`config.mk`:
```
export PLATFORM = sky130hd
export DESIGN_NAME = uart_io_port_flat
export DESIGN_NICKNAME = d
export VERILOG_FILES = /design/src/rtl/uart_io_pkg.sv /design/src/rtl/uart_io_port_if.sv /design/src/rtl/uart_io_fifo.sv /design/src/rtl/uart_io_port.sv /design/src/flat_wrapper.sv
export SDC_FILE = /design/constraint.sdc
export NUM_CORES = 1
export LEC_CHECK = 0
export ABC_AREA = 1
export ABC_CLOCK_PERIOD_IN_PS = 4110
export CAP_MARGIN = 20
export CORE_MARGIN = 2
export CORE_UTILIZATION = 25
export CTS_CLUSTER_DIAMETER = 100
export CTS_CLUSTER_SIZE = 24
export DETAILED_ROUTE_END_ITERATION = 6
export DONT_BUFFER_PORTS = 1
export GPL_ROUTABILITY_DRIVEN = 0
export HOLD_SLACK_MARGIN = 0.02
export PLACE_DENSITY_LB_ADDON = 0.15
export SLEW_MARGIN = 20
export SYNTH_ARGS = -nofsm -noshare
export SYNTH_HDL_FRONTEND = slang
export SYNTH_HIERARCHICAL = 1
export SYNTH_SLANG_ARGS = --single-unit
```
`constraint.sdc`:
```
create_clock -name clk -period 4.11 [get_ports clk]
set_input_delay 0.822 -clock clk [delete_from_list [all_inputs] [get_ports clk]]
set_output_delay 0.822 -clock clk [all_outputs]
set_load 0.02 [all_outputs]
```
`src/rtl/uart_io_pkg.sv`:
```
// Shared definitions for the CPU-side UART output port: register map,
// ASCII codes, STATUS layout, FIFO entry format and drain FSM states.
package uart_io_pkg;

  localparam logic [1:0] ADR_DATA   = 2'd0;
  localparam logic [1:0] ADR_STATUS = 2'd1;
  localparam logic [1:0] ADR_CTRL   = 2'd2;

  localparam logic [7:0] ASCII_CR = 8'h0D;
  localparam logic [7:0] ASCII_LF = 8'h0A;

  localparam int unsigned STAT_FULL  = 0;
  localparam int unsigned STAT_IDLE  = 1;
  localparam int unsigned STAT_COUNT = 8;

  typedef enum logic [1:0] {
    ST_IDLE,
    ST_GAP,
    ST_LF
  } drain_state_t;

  typedef struct packed {
    logic       expand;
    logic [7:0] ch;
  } fifo_entry_t;

endpackage

```
`src/rtl/uart_io_port_if.sv`:
```
// CPU load/store bus into the UART output port.
interface uart_io_port_if;
  logic [1:0]  io_adr;
  logic        io_we;
  logic        io_re;
  logic [31:0] io_wdata;
  logic [31:0] io_rdata;
  logic        io_stall;

  modport master (
    output io_adr, io_we, io_re, io_wdata,
    input  io_rdata, io_stall
  );

  modport slave (
    input  io_adr, io_we, io_re, io_wdata,
    output io_rdata, io_stall
  );
endinterface

```
`src/rtl/uart_io_fifo.sv`:
```
// Synchronous FIFO of {expand, char} entries with registered occupancy count.
module uart_io_fifo
  import uart_io_pkg::*;
#(
  parameter int unsigned DEPTH_LOG = 3
) (
  input  logic                 clk,
  input  logic                 rst,
  input  logic                 push,
  input  logic                 pop,
  input  fifo_entry_t          wr_data,
  output fifo_entry_t          rd_data,
  output logic                 full,
  output logic                 empty,
  output logic [DEPTH_LOG:0]   count
);

  localparam int unsigned DEPTH = 1 << DEPTH_LOG;

  fifo_entry_t            mem [DEPTH];
  logic [DEPTH_LOG-1:0]   wr_ptr;
  logic [DEPTH_LOG-1:0]   rd_ptr;
  logic                   do_push;
  logic                   do_pop;

  // count never exceeds DEPTH, so its top bit alone marks full
  assign full    = count[DEPTH_LOG];
  assign empty   = (count == '0);
  assign do_push = push & ~full;
  assign do_pop  = pop & ~empty;
  assign rd_data = mem[rd_ptr];

  // Storage array, written on accepted push only
  always_ff @(posedge clk) begin
    if (do_push) mem[wr_ptr] <= wr_data;
  end

  // Pointers wrap naturally; count tracks push/pop balance
  always_ff @(posedge clk) begin
    if (rst) begin
      wr_ptr <= '0;
      rd_ptr <= '0;
      count  <= '0;
    end else begin
      if (do_push) wr_ptr <= wr_ptr + 1'b1;
      if (do_pop)  rd_ptr <= rd_ptr + 1'b1;
      unique case ({do_push, do_pop})
        2'b10:   count <= count + 1'b1;
        2'b01:   count <= count - 1'b1;
        default: count <= count;
      endcase
    end
  end

endmodule

```
`src/rtl/uart_io_port.sv`:
```
// Memory-mapped UART output port: CPU writes are queued and drained to the
// UART monitor one character per two cycles, with optional LF -> CR+LF.
module uart_io_port
  import uart_io_pkg::*;
#(
  parameter int unsigned DEPTH_LOG = 3,
  parameter logic        CRLF_RST  = 1'b0
) (
  input  logic                 clk,
  input  logic                 rst,
  uart_io_port_if.slave        bus,
  output logic [7:0]           uart_io_char,
  output logic                 uart_io_we,
  input  logic                 uart_io_full,
  output logic                 tx_idle
);

  drain_state_t         state;
  fifo_entry_t          push_entry;
  fifo_entry_t          head;
  logic                 fifo_full;
  logic                 fifo_empty;
  logic [DEPTH_LOG:0]   count;
  logic                 crlf_en;
  logic                 data_wr;
  logic                 push;
  logic                 pop;
  logic                 unused_wdata;

  assign unused_wdata = ^bus.io_wdata[31:8];

  assign data_wr      = bus.io_we & (bus.io_adr == ADR_DATA);
  assign push         = data_wr & ~fifo_full;
  assign bus.io_stall = data_wr & fifo_full;

  assign push_entry.expand = crlf_en & (bus.io_wdata[7:0] == ASCII_LF);
  assign push_entry.ch     = bus.io_wdata[7:0];

  // An expanded LF stays at the head until its second (LF) strobe goes out
  assign pop = ((state == ST_IDLE) & ~fifo_empty & ~uart_io_full & ~head.expand)
             | ((state == ST_LF) & ~uart_io_we & ~uart_io_full);

  assign tx_idle = (count == '0) & (state == ST_IDLE) & ~uart_io_we;

  uart_io_fifo #(.DEPTH_LOG(DEPTH_LOG)) u_fifo (
    .clk     (clk),
    .rst     (rst),
    .push    (push),
    .pop     (pop),
    .wr_data (push_entry),
    .rd_data (head),
    .full    (fifo_full),
    .empty   (fifo_empty),
    .count   (count)
  );

  // Control register: CR+LF expansion enable
  always_ff @(posedge clk) begin
    if (rst) begin
      crlf_en <= CRLF_RST;
    end else if (bus.io_we && (bus.io_adr == ADR_CTRL)) begin
      crlf_en <= bus.io_wdata[0];
    end
  end

  // Combinational register read-back
  always_comb begin
    bus.io_rdata = '0;
    if (bus.io_re) begin
      unique case (bus.io_adr)
        ADR_STATUS: begin
          bus.io_rdata[STAT_FULL]                 = fifo_full;
          bus.io_rdata[STAT_IDLE]                 = tx_idle;
          bus.io_rdata[STAT_COUNT +: DEPTH_LOG+1] = count;
        end
        ADR_CTRL: bus.io_rdata[0] = crlf_en;
        default:  bus.io_rdata = '0;
      endcase
    end
  end

  // Drain FSM: a GAP cycle follows every strobe so uart_io_full is sampled
  // only after the monitor has seen the previous character
  always_ff @(posedge clk) begin
    if (rst) begin
      state        <= ST_IDLE;
      uart_io_char <= '0;
      uart_io_we   <= 1'b0;
    end else begin
      unique case (state)
        ST_IDLE: begin
          if (!fifo_empty && !uart_io_full) begin
            uart_io_we <= 1'b1;
            if (head.expand) begin
              uart_io_char <= ASCII_CR;
              state        <= ST_LF;
            end else begin
              uart_io_char <= head.ch;
              state        <= ST_GAP;
            end
          end else begin
            uart_io_we <= 1'b0;
          end
        end
        ST_LF: begin
          // uart_io_we still high means the CR is on the wire this cycle
          if (uart_io_we) begin
            uart_io_we <= 1'b0;
          end else if (!uart_io_full) begin
            uart_io_char <= ASCII_LF;
            uart_io_we   <= 1'b1;
            state        <= ST_GAP;
          end
        end
        ST_GAP: begin
          uart_io_we <= 1'b0;
          state      <= ST_IDLE;
        end
        default: begin
          uart_io_we <= 1'b0;
          state      <= ST_IDLE;
        end
      endcase
    end
  end

endmodule

```
`src/flat_wrapper.sv`:
```
// flat-port wrapper written by rule: the top's interface ports become plain ports
module uart_io_port_flat import uart_io_pkg::*;
#(
  parameter int unsigned DEPTH_LOG = 3,
  parameter logic        CRLF_RST  = 1'b0
)
  (clk, rst, uart_io_char, uart_io_we, uart_io_full, tx_idle, bus_io_adr, bus_io_we, bus_io_re, bus_io_wdata, bus_io_rdata, bus_io_stall);
  uart_io_port_if bus_i ();
  input  logic clk;
  input  logic rst;
  output logic [7:0] uart_io_char;
  output logic uart_io_we;
  input  logic uart_io_full;
  output logic tx_idle;
  input wire logic [$bits(bus_i.io_adr)-1:0] bus_io_adr;
  input wire logic [$bits(bus_i.io_we)-1:0] bus_io_we;
  input wire logic [$bits(bus_i.io_re)-1:0] bus_io_re;
  input wire logic [$bits(bus_i.io_wdata)-1:0] bus_io_wdata;
  output wire logic [$bits(bus_i.io_rdata)-1:0] bus_io_rdata;
  output wire logic [$bits(bus_i.io_stall)-1:0] bus_io_stall;
  assign bus_i.io_adr = bus_io_adr;
  assign bus_i.io_we = bus_io_we;
  assign bus_i.io_re = bus_io_re;
  assign bus_i.io_wdata = bus_io_wdata;
  assign bus_io_rdata = bus_i.io_rdata;
  assign bus_io_stall = bus_i.io_stall;
  uart_io_port #(.DEPTH_LOG(DEPTH_LOG), .CRLF_RST(CRLF_RST)) u_core (.clk(clk), .rst(rst), .bus(bus_i), .uart_io_char(uart_io_char), .uart_io_we(uart_io_we), .uart_io_full(uart_io_full), .tx_idle(tx_idle));
endmodule
```
== Yosys cells after proc, flatten, opt, wreduce, memory -nomap -nowiden ==
Memory sizes are Yosys's and may differ from the RTL's. A register that Yosys moved wholly into a read port is not among the register bits.
Index checks and enable logic that the tools add are counted.

* Bits in registers: 22
* Bits in latches: 0
* Bits in writable memories: 72
* Bits in read-only memories: 0
* Bits of input ports: 39
* Output and inout bits: 43
* Logic and storage cells: 74
* Memories: 1

* $add $sub $neg: 4
* Multipliers: 0
* Divide/modulo/power cells: 0
* $lt $le $gt $ge: 0
* Equal/unequal tests: 9
* Shifts and indexed selects: 0
* Muxes and demuxes: 23
* Bitwise gates (word level): 19
* Reduce and logical (&&, ||, !) cells: 11

{| class="wikitable"
|+ Memories
! name !! words !! bits a word !! read ports !! clocked after Yosys merged registers in !! wr ports !! RTL line !! text
|-
| u_core.u_fifo.mem || 8 || 9 || 1 || 1 || 1 || uart_io_fifo.sv:20 || <nowiki>fifo_entry_t mem [DEPTH];</nowiki>
|}

{| class="wikitable"
|+ Operators by type and width
! operator !! count
|-
| 8-bit two-way mux || 4
|-
| 8-bit case mux with 2 select lines || 1
|-
| 1-bit bitwise AND || 13
|-
| 12-bit two-way mux || 1
|-
| 8-bit by 4-bit equality test with 1-bit output, second input constant || 1
|-
| 2-bit two-way mux || 4
|-
| 4-bit case mux with 2 select lines || 1
|-
| 3-bit by 1-bit adder with 3-bit output, second input constant || 2
|-
| 2-bit equality test, second input constant || 3
|-
| 1-bit two-way mux || 6
|-
| 3-bit two-way mux || 2
|-
| 2-bit inequality test, second input constant || 3
|-
| 1-bit NOT || 5
|-
| 4-bit by 1-bit adder with 4-bit output, second input constant || 1
|-
| 2-bit by 1-bit equality test with 1-bit output, second input constant || 2
|-
| 2-bit zero test || 2
|-
| 4-bit zero test || 1
|-
| 4-bit two-way mux || 1
|-
| 1-bit case mux with 2 select lines || 2
|-
| 2-bit case mux with 2 select lines || 1
|-
| 4-bit AND reduction || 1
|-
| 2-bit nonzero test || 2
|-
| 4-bit by 1-bit subtractor with 4-bit output, second input constant || 1
|-
| 3-bit AND reduction || 1
|-
| other kinds (3) || 5
|}

== Logic depth before layout (Yosys ltp) ==
* Depth in word-level cells: 9
* Mapped depth: 20
* Gate-level depth less buffers: 19

== Hierarchy ==
The synthesis kept the hierarchy.

{| class="wikitable"
|+ Modules (own cells, without submodules)
! module !! times used !! cells an instance !! area each (µm²) !! seq. area each (µm²)
|-
| uart_io_fifo || 1 || 297 || 3485.8 || 2422.3
|-
| uart_io_port || 1 || 139 || 918.4 || 240.2
|}

== Worst setup path after synthesis ==
No wires, ideal clock.

* Kind: input -> register
* Start point: in uart_io_full
* End point: reg u_core.u_fifo.count[2]
* Library setup time: 0.115 ns
* Data arrival time: 2.387 ns
* Required time: 3.995 ns
* Setup slack: 1.607 ns
* Stages on the path: 15
* Buffers on the path: 1
* Cells stage by stage: nor2_1 nand2_1 buf_4 o21ai_1 nand2_1 inv_2 ha_1 nand2_1 inv_1 nor2_1 ha_1 a21oi_1 xnor2_1 o21ai_0 inv_1

* Cells in the longest elaborated chain, start to end: 7
* Elaborated cells on any way between the ends: 10
* Classes of those cells: eq/ne: 2; mux: 1; bitwise: 6; reduce/logical: 1

{| class="wikitable"
|+ Ends and longest elaborated chain
! item !! RTL line !! text
|-
| start, declared || flat_wrapper.sv:13 || <nowiki>input logic uart_io_full;</nowiki>
|-
| 1-bit NOT (*) || uart_io_port.sv:40, uart_io_port.sv:41 ||
|-
| 1-bit bitwise AND (2 in series) || uart_io_port.sv:40 || <nowiki>assign pop = ((state == ST_IDLE) & ~fifo_empty & ~uart_io_full & ~head.expand)</nowiki>
|-
| 1-bit OR (*) || uart_io_port.sv:41 || <nowiki>| ((state == ST_LF) & ~uart_io_we & ~uart_io_full);</nowiki>
|-
| named net u_core.pop || uart_io_port.sv:27 || <nowiki>logic pop;</nowiki>
|-
| 1-bit bitwise AND (*) || uart_io_fifo.sv:30 || <nowiki>assign do_pop = pop & ~empty;</nowiki>
|-
| 2-bit by 1-bit equality test with 1-bit output or 2-bit equality test (tied branches) || uart_io_fifo.sv:47 || <nowiki>unique case ({do_push, do_pop})</nowiki>
|-
| 4-bit case mux with 2 select lines or 2-bit nonzero test (tied branches) || -- ||
|-
| end signal, assigned || uart_io_fifo.sv:48 || <nowiki>2'b10: count <= count + 1'b1;</nowiki>
|-
| end signal, assigned || uart_io_fifo.sv:49 || <nowiki>2'b01: count <= count - 1'b1;</nowiki>
|-
| end signal, assigned || uart_io_fifo.sv:50 || <nowiki>default: count <= count;</nowiki>
|-
| end, declared || uart_io_fifo.sv:15 || <nowiki>output logic [DEPTH_LOG:0] count</nowiki>
|}

Mark *: on every way through the listed nets, which the timed path passes. The rest lies on a longest branch.
A chain may end at the register's enable or synchronous reset.

==> metrics.md <==
| Metric | Value |
|---|---|
| Critical path startpoint category | register |
| Total congestion overflow | 0 |
| Cell count of the worst reg-to-reg path | 18 |
| Antenna cells | 0 |
| Clock Skews | 0.00845 ns |
| Cts hold-fix bufs | 0 |
| Hpwl dp | ~6400 µm |
| Die Wd | ~140 µm |
| Core Rows | 48 |
| Initial Util | between 20% and 30% |
| Leakage | approximately 1.8 nW |
| WHS Path Cells | 2 |
| Die Area | between 0.015 and 0.02 mm² |
| Synth unique cells | 34 |
| H-tree levels | 3 |
| Dpl cells | around 660 |
| Setup-failing EPs final | 0 |
| Fin crit share | between 70% and 80% |
| Maximum VDD drop | approximately 0.23 mV |
| Largest cells by area after synthesis | edfxtp_1 49%, dfxtp_1 11%, nor2_1 6.4%, nand2_1 6.1%, buf_4 5.5% |
| Fin nets | around 500 |
| Via count | roughly 2.8k |
| Die Height | 137 µm |
| Most frequent cell on the critical path | nand2_1 |
| Area post-placement | about 0.0046 mm² |
| GR Util All Layers | between 10% and 20% |
| Crit. End Element | register |
| Initial antenna violation count | 0 |
| CTS max path bufs | 2 |
| Port bufs | 0 |
| DRT Pass-1 Iters | 4 |
| Worst Hold End | u_core/u_fifo/wr_ptr[0]$_SDFFE_PP0P_ |
| Actual slew at the worst max-slew pin | about 0.97 ns |
| CP max-delay cell | buf_4 |
| CP arrival | ~3.3 ns |
| Synth Warn # | 6 |
| Core area | 0.0172 mm² |
| Most common cell after layout, fill and taps aside | nor2_1 |
| IO Pins | between 80 and 90 |
| RSZ-0062 raised after global routing | no |
| Yosys reg bits | between 90 and 100 |
| Final Hold Viols | 0 |
| Post-Route WL | 9690 µm |
| Clock sinks | just under 100 |
| CTS Buf Count | 9 |
| Reg-to-Reg End | u_core/u_fifo/count[2]$_SDFFE_PP0P_ |
| CP peak stage delay | about 0.40 ns |
| Outcome | finished clean |
| Fin crit period | around 3 ns |
| Crit path kind | reg2reg |
| Layout Cells excl Fill | 671 |
| FF-to-FF setup slack | between 1 and 1.5 ns |
| Clk slew on worst S/H paths | about 0.060 ns |
| Drt wl/cell | between 10 and 15 µm |
| Largest net degree at the start of global routing | 38 |
| Post-CTS Setup Bufs | 0 |
| Antenna Nets Post-Route | 0 |
| Gates resized, CTS repair | 0 |
| Synth top area share | 49.1% |
| Clock Root Buffer | clkbuf_16 |
| Tot Pwr | about 2.3 mW |
| CP max FO | 37 |
| Most area-hungry cell type in the Yosys netlist | edfxtp_1 |
| Slew HR | about a third |
| Worst hold path class | reg2reg |
| Most frequent cells in the layout | 75 x nor2_1, 72 x edfxtp_1, 71 x nand2_1 |
| Final worst slack | roughly 1.1 ns |
| Share of the yosys chip area belonging to registers | 60.5% |
| Fmax | ~330 MHz |
| Cells after Synth | around 440 |
| Drt via density | about 4.2 |
| DR iter-0 viols | between 150 and 200 |
| CP Cell Sequence | buf_4 > inv_4 > o21ai_0 > o21ai_1 > nand2_1 > nand2_1 > o21ai_1 > nand2_1 > inv_2 > ha_1 > nand2_1 > inv_1 > nor2_1 > ha_1 > a21oi_1 > xnor2_1 > o21ai_0 > inv_1 |
| Clk_lat worst skew | between 0.3 and 0.4 ns |
| Area growth, synth to finish | 10.1% |
| Drt drc | 0 |
| Finished layout cell area | 0.00485 mm² |
| Setup_tns | 0 ns |
| Vias in the first global route | 2,784 |
| Critical Path RT | about 4.4 ns |
| Slew Viols, Final | 0 |
| Layout cells sized above 1 | under 10% |
| Pwr Density | about 480 mW/mm² |
| HP Start | u_core/u_fifo/wr_ptr[0]$_SDFFE_PP0P_ |
| CTS tree | yes |
| MaxCap Viol Count | 0 |
| Synthesized area | ~0.0044 mm² |
| Place WS | 1.07 ns |
| First-pass GRT wire length | about 15,000 µm |
| Synthesized area per cell | between 10 and 15 µm² |
==> logic make-up after synthesis <==
family,Yosys count,synth area share [%]
AOI/OAI and AO/OA,64,7.84
xor gates and xnor gates,3,0.597
adders and majority gates,8,2.27
buffers and inverters,76,9.86
DFF,97,60.5
muxes,9,2.05
other,1,0.0851
and+or+nand+nor,178,16.8
==> synthesized netlist by cell type, drive strengths merged <==
library cell	n
buf	40
inv	34
ha	8
edfxtp	72
nand4	8
o21ai	41
nand3	14
clkbuf	1
a21boi	1
nor2	77
dfxtp	25
clkinv	1
nand2	74
conb	1
mux2i	9
xnor2	2
a21oi	10
o22ai	9
a211oi	2
nor3b	1
xor2	1
o21bai	1
nor3	4
==> flip-flops by register name, indices dropped and copies added, names as in the netlist, named ones only <==
register,flops
u_core/uart_io_we,1
u_core/uart_io_char,8
u_core/state,2
u_core/crlf_en,1
u_core/u_fifo/mem,72
u_core/u_fifo/wr_ptr,3
u_core/u_fifo/rd_ptr,3
u_core/u_fifo/count,4
==> per-layer routing <==
| layer | track usage, % | wire length [µm] | vias up |
|---|---|---|---|
| met3 | 1.85 | 290 | 19 |
| li1 | - | - | 1439 |
| met1 | 14.4 | 4520 | 1322 |
| met2 | 17.6 | 4510 | 55 |
| met4 | 7.29 | 365 | 0 |
| met5 | 0 | 0 | - |
==> worst max path at each step <==
stage          cells after the start                             endpoint  slack [ns]    startpoint
5_1_grt                           18  u_core/u_fifo/count[2]$_SDFFE_PP0P_        0.68      register
6_report                          18  u_core/u_fifo/count[2]$_SDFFE_PP0P_        1.07      register
3_5_place_dp                      18  u_core/u_fifo/count[2]$_SDFFE_PP0P_        1.07      register
2_1_floorplan                     15  u_core/u_fifo/count[2]$_SDFFE_PP0P_        1.61  uart_io_full
3_3_place_gp                      18  u_core/u_fifo/count[2]$_SDFFE_PP0P_        1.09      register
4_1_cts                           18  u_core/u_fifo/count[2]$_SDFFE_PP0P_        1.05      register
==> power by group <==
group	internal [mW]	total (mW)	leakage [nW]	switching, mW
clock network	0.475	0.851	0.146	0.376
registers	1.09	1.15	0.865	0.0564
logic	0.0901	0.310	0.828	0.220
==> area by class of cell <==
cell class                      instances  area [µm²]
Clock buffer                           10         229
Clock inverter                          6        67.6
Fill cell                            1795       12400
Inverter                               35         134
Multi-Input combinational cell        288        1400
Sequential cell                        97        2660
Tap cell                              225         282
Timing Repair Buffer                   10        75.1
==> worst max-delay path, delay by kind of cell (launching register included) <==
| family | cells | cell delay (ns) |
|---|---|---|
| buffers and inverters | 5 | 0.89 |
| XOR/XNOR | 1 | 0.09 |
| flip-flops | 1 | 0.31 |
| AND/OR/NAND/NOR | 5 | 0.44 |
| adder cells (fa/ha/maj) | 2 | 0.40 |
| AO/OA/AOI/OAI | 5 | 0.78 |
==> metrics by stage <==
step	hold WS, ns	util (%)
global placement	0.468	26.4
CTS	0.480	28.1
global route	0.516	28.1
detailed placement	0.468	26.4
floorplan	0.446	-
finish	0.477	28.1
Power figures use the tool's default switching activity.
